### config.mk
export PLATFORM = sky130hd
export DESIGN_NAME = fifo_sim
export DESIGN_NICKNAME = d
export VERILOG_FILES = /design/src/rtl/fifo_pkg.sv /design/src/rtl/fifo_mem.sv /design/src/rtl/fifo_sim.sv
export SDC_FILE = /design/constraint.sdc
export NUM_CORES = 1
export LEC_CHECK = 0
export ABC_CLOCK_PERIOD_IN_PS = 2800
export BUFFER_PORTS_ARGS = -buffer_cell sky130_fd_sc_hd__buf_2
export CORE_UTILIZATION = 53
export CTS_BUF_LIST = sky130_fd_sc_hd__clkbuf_16
export CTS_CLUSTER_DIAMETER = 150
export DETAILED_ROUTE_END_ITERATION = 10
export PLACE_DENSITY = 0.8
export SETUP_SLACK_MARGIN = 0.15
export SLEW_MARGIN = 10
export SYNTH_ARGS = -nofsm -noshare
export SYNTH_HDL_FRONTEND = slang
export SYNTH_SLANG_ARGS = --single-unit
### constraint.sdc
create_clock -name clk -period 2.8 [get_ports clk]
set_input_delay 0.56 -clock clk [delete_from_list [all_inputs] [get_ports clk]]
set_output_delay 0.56 -clock clk [all_outputs]
set_load 0.02 [all_outputs]
### src/rtl/fifo_pkg.sv
// Shared constants and types for the single-clock FIFO.
// No logic; constants only.
// Defaults are overridden per instance through the WIDTH/DEPTH parameters.
package fifo_pkg;

  localparam int DEFAULT_WIDTH = 8;
  localparam int DEFAULT_DEPTH = 16;

  typedef logic [DEFAULT_WIDTH-1:0] word_t;

endpackage

### src/rtl/fifo_mem.sv
// Storage array with one synchronous write port and one registered read port.
// Latency: write visible to a read on the following edge; read data one cycle after rd_en.
// Backpressure: none here; the caller only enables ports for accepted transfers.
module fifo_mem #(
  parameter int WIDTH = 8,
  parameter int DEPTH = 16,
  parameter int AW    = $clog2(DEPTH)
) (
  input  logic             clk,
  input  logic             rst,
  input  logic             wr_en,
  input  logic [AW-1:0]    wr_addr,
  input  logic [WIDTH-1:0] wr_data,
  input  logic             rd_en,
  input  logic [AW-1:0]    rd_addr,
  output logic [WIDTH-1:0] rd_data
);

  logic [WIDTH-1:0] mem [DEPTH];

  // Array contents are deliberately left unreset; pointers make stale words unreachable.
  always_ff @(posedge clk) begin
    if (wr_en) begin
      mem[wr_addr] <= wr_data;
    end
  end

  // Registered read port; holds its value whenever no read is enabled.
  always_ff @(posedge clk or posedge rst) begin
    if (rst) begin
      rd_data <= '0;
    end else if (rd_enipe_guard(rd_en)) begin
      rd_data <= mem[rd_addr];
    end
  end

  function automatic logic rd_enipe_guard(input logic en);
    return en;
  endfunction

endmodule

### src/rtl/fifo_sim.sv
// Single-clock FIFO: pointer, occupancy and flag control around fifo_mem.
// Latency: data_out valid one cycle after the edge that accepts a read.
// Backpressure: writes dropped while full, reads ignored while empty; flags decode the live count.
module fifo_sim
  import fifo_pkg::*;
#(
  parameter int WIDTH = DEFAULT_WIDTH,
  parameter int DEPTH = DEFAULT_DEPTH
) (
  input  logic             clk,
  input  logic             rst,
  input  logic [WIDTH-1:0] data_in,
  input  logic             wr,
  input  logic             rd,
  output logic [WIDTH-1:0] data_out,
  output logic             empty,
  output logic             full,
  output logic [31:0]      data_count
);

  localparam int AW = $clog2(DEPTH);
  localparam logic [AW-1:0] PTR_ONE   = AW'(1);
  localparam logic [AW:0]   CNT_ONE   = (AW+1)'(1);
  localparam logic [AW:0]   CNT_DEPTH = (AW+1)'(DEPTH);

  logic [AW-1:0] wr_ptr;
  logic [AW-1:0] rd_ptr;
  logic [AW:0]   count;
  logic          wr_acc;
  logic          rd_acc;

  // Acceptance qualifies requests with the flags, so a full FIFO still reads and an empty one still writes.
  assign wr_acc = wr && !full;
  assign rd_acc = rd && !empty;

  // Flags are pure decodes of the registered count: no extra latency.
  assign empty      = (count == '0);
  assign full       = (count == CNT_DEPTH);
  assign data_count = {{(32-AW-1){1'b0}}, count};

  // Pointers advance on accepted transfers; power-of-two depth makes wrap a natural rollover.
  always_ff @(posedge clk or posedge rst) begin
    if (rst) begin
      wr_ptr <= '0;
      rd_ptr <= '0;
    end else begin
      if (wr_acc) wr_ptr <= wr_ptr + PTR_ONE;
      if (rd_acc) rd_ptr <= rd_ptr + PTR_ONE;
    end
  end

  // Occupancy: a simultaneous accepted read and write cancel out.
  always_ff @(posedge clk or posedge rst) begin
    if (rst) begin
      count <= '0;
    end else begin
      case ({wr_acc, rd_acc})
        2'b10:   count <= count + CNT_ONE;
        2'b01:   count <= count - CNT_ONE;
        default: count <= count;
      endcase
    end
  end

  fifo_mem #(
    .WIDTH (WIDTH),
    .DEPTH (DEPTH),
    .AW    (AW)
  ) u_mem (
    .clk     (clk),
    .rst     (rst),
    .wr_en   (wr_acc),
    .wr_addr (wr_ptr),
    .wr_data (data_in),
    .rd_en   (rd_acc),
    .rd_addr (rd_ptr),
    .rd_data (data_out)
  );

endmodule

==> results.tsv <==
metric	value	unit
row cnt	38	
PortBufs	26	
DR pass1 iterations	4	
switching share of power	31.78	%
CP max FO	4	
Die Y	109.7	µm
Worst EP arrival	2.88	ns
Synth cell types	31	
Avg Inst Size Synth	17.82	µm²
hold_ws	0.2940	ns
post-synthesis sequential area ratio	71.08	%
final period utilization	92.31	%
Final Setup Violations	0	
first-pass GRT wire length	18.18	mm
share of post-route cells with drive strength above 1	31.22	%
CTS hold repair buffers	0	
Synth Cell Area	6147	µm²
Root Driver	clkbuf_16	
Num CTS Buffers	17	
WL/cell	22.15	µm
PwrDens	1070	nW/µm²
CTS clk-pin slew, worst paths	0.07	ns
Finished Layout Cells	550	
largest net degree at the start of global routing	25	
fin area	7129	µm²
GRT overflow	0	
clock latency on the worst-skew pair	0.43	ns
clock skew	0.02192	ns
FMAX	386.9	MHz
Worst setup SP type	register	
Pleak	2.586	nW
Placeable Area	11080	µm²
drt drc	0	
HP Class	in -> async	
final hold vios	0	
Synth Register Bits	149	
worst vdd ir	0.0008701	V
critical path class	reg -> reg	
WP data required	3.10	ns
clk buf depth	2	
vias in the first global route	3151	
CTS H-tree depth	4	
Rel. slew slack	35.26	%
GPL Wtd Cong	0.8100	
DP HPWL	7.122	mm
Post-DP Area	6474	µm²
area delta synth->final	15.98	%
Worst Tran Pin Value	0.9710	ns
DR iter-0 viols	239	
RSZ-0062 raised after global routing	yes	
nets	419	
Post-Synthesis Cells	345	
Setup TNS Final	0	ns
CP Capture Type	register	
crit path time final	2.585	ns
clk sink count	149	
global-route usage over all layers	22.31	%
CTS tree	yes	
vias per cell	5.729	
max-cap violation count	0	
Pins Over Slew Limit	0	
chip width	109.7	µm
die area	12030	µm²
Ports	54	
Warnings, synthesis	0	
Routed Antenna Nets	0	
drt total wl	12.19	mm
Net Switching	2.425	mW
diode count	0	
Clock power frac	30.9	%
via count	3151	
Combinational Power Share	28.1	%
sequential share of power	41.0	%
Starting Density	55.49	%
antenna violations before repair	0	
Pint	5.204	mW
status	complete, no violations	
placed cells	515	
-- metrics by stage --
step / utilization (%) / setup WS, ns / power, mW
after global placement: 58.44 / 0.1838 / 5.118
after floorplan: - / 0.1027 / 4.611
final: 64.36 / 0.2153 / 7.629
after CTS: 64.08 / 0.1587 / 7.626
after global routing: 64.36 / 0.09470 / 7.959
after detailed placement: 58.44 / 0.1435 / 5.207
-- cell usage in the layout (no fill, tap or decap), drive strengths merged, types with 2 or more instances in the layout --
cell type / instances
a21oi: 2
buf: 50
bufinv: 3
clkbuf: 17
clkinv: 2
clkinvlp: 2
conb: 27
dfrtp: 21
edfxtp: 128
ha: 9
inv: 18
mux2i: 8
mux4: 33
nand2: 30
nand2b: 3
nand4: 2
nor2: 13
nor3: 4
o21ai: 12
o221ai: 7
xnor2: 8
xor2: 2
-- final cells by class --
cell class / count / area, µm²
Multi-Input combinational cell: 169 / 1603
Timing Repair Buffer: 50 / 322.8
Clock inverter: 15 / 192.7
Clock buffer: 17 / 425.4
Sequential cell: 149 / 4373
Fill cell: 688 / 3949
Inverter: 10 / 37.54
Tap cell: 140 / 175.2
-- logic make-up (layout without fill, tap and decap cells) --
kind of cell / Yosys count / in the layout / share of synthesized area (%)
adders and majority gates: 10 / 10 / 2.158
and+or+nand+nor: 59 / 59 / 4.275
AOI/OAI and AO/OA: 22 / 22 / 2.443
DFF: 149 / 149 / 71.08
other: 1 / 27 / 0.06100
xor gates and xnor gates: 10 / 10 / 1.425
buffers and inverters: 53 / 92 / 5.170
muxes: 41 / 41 / 13.39
-- flip-flops by register name, indices dropped and copies added (netlist names) --
signal	cells
count	5
rd_ptr	4
u_mem.rd_data	8
wr_ptr	4
u_mem.mem	128
-- per-layer routing --
metal	vias up	global-route usage, %	routed length, µm
li1	1372	-	-
met1	1610	28.09	4828
met2	151	36.12	6262
met3	18	5.928	862
met4	0	10.76	232
met5	-	0	0
-- path summary, 6_finish.rpt --
path	startpoint	to	slack (ns)	cells after the start
max in group asynchronous	rst	rd_ptr[0]	1.92	2
worst min-delay path	rst	u_mem.rd_data[6]	0.29	2
worst min register to register	u_mem.rd_data[2]	u_mem.rd_data[2]	0.47	2
min in group clk	u_mem.rd_data[2]	u_mem.rd_data[2]	0.47	2
worst max register to register	count[1]	count[4]	0.22	10
worst max-delay path	count[1]	count[4]	0.22	10
-- synth_stat cells, drive strengths merged --
library cell  instances  share of area, %
o221ai                7               1.0
mux2i                 8               1.3
a21o                  1              0.12
buf                  37               4.2
nor4                  1              0.10
fa                    1              0.33
nor2b                 1              0.10
xnor2                 8               1.1
nand2                30               1.8
dfrtp                21               8.5
inv                  10              0.61
nor3                  4              0.33
conb                  1             0.061
ha                    9               1.8
or2                   1              0.10
or3b                  1              0.14
nand3                 1             0.081
or4                   1              0.18
and2                  1              0.10
a21oi                 2              0.16
mux4                 33                12
nand4                 2              0.20
edfxtp              128                63
nor2                 13              0.79
xor2                  2              0.29
clkbuf                6              0.37
nand2b                3              0.31
o21ai                12               1.2
-- timing repair --
action | CTS | global route
pin swaps | 0 | 4
buffers inserted | 1 | 2
endpoints found under the setup margin | 1 | 1
hold endpoints to repair | 0 | 0
resized for setup | 0 | 2
-- critical path, stage by stage (launching register included) --
cell	delay (ns)
dfrtp_2	0.43
or4_4	0.56
o21ai_4	0.15
inv_2	0.06
ha_4	0.18
ha_4	0.22
nor2b_1	0.12
o21ai_1	0.15
a21oi_1	0.09
or3b_4	0.37
xnor2_1	0.13
-- power by group through the flow --
stage	registers (mW)	clock network (mW)	logic, mW
2_1_floorplan	3.06	0	1.55
3_3_place_gp	3.13	0	1.99
3_5_place_dp	3.16	0	2.05
4_1_cts	3.12	2.38	2.12
5_1_grt	3.17	2.47	2.31
6_report	3.13	2.36	2.14
(Power assumes the default switching activity.)
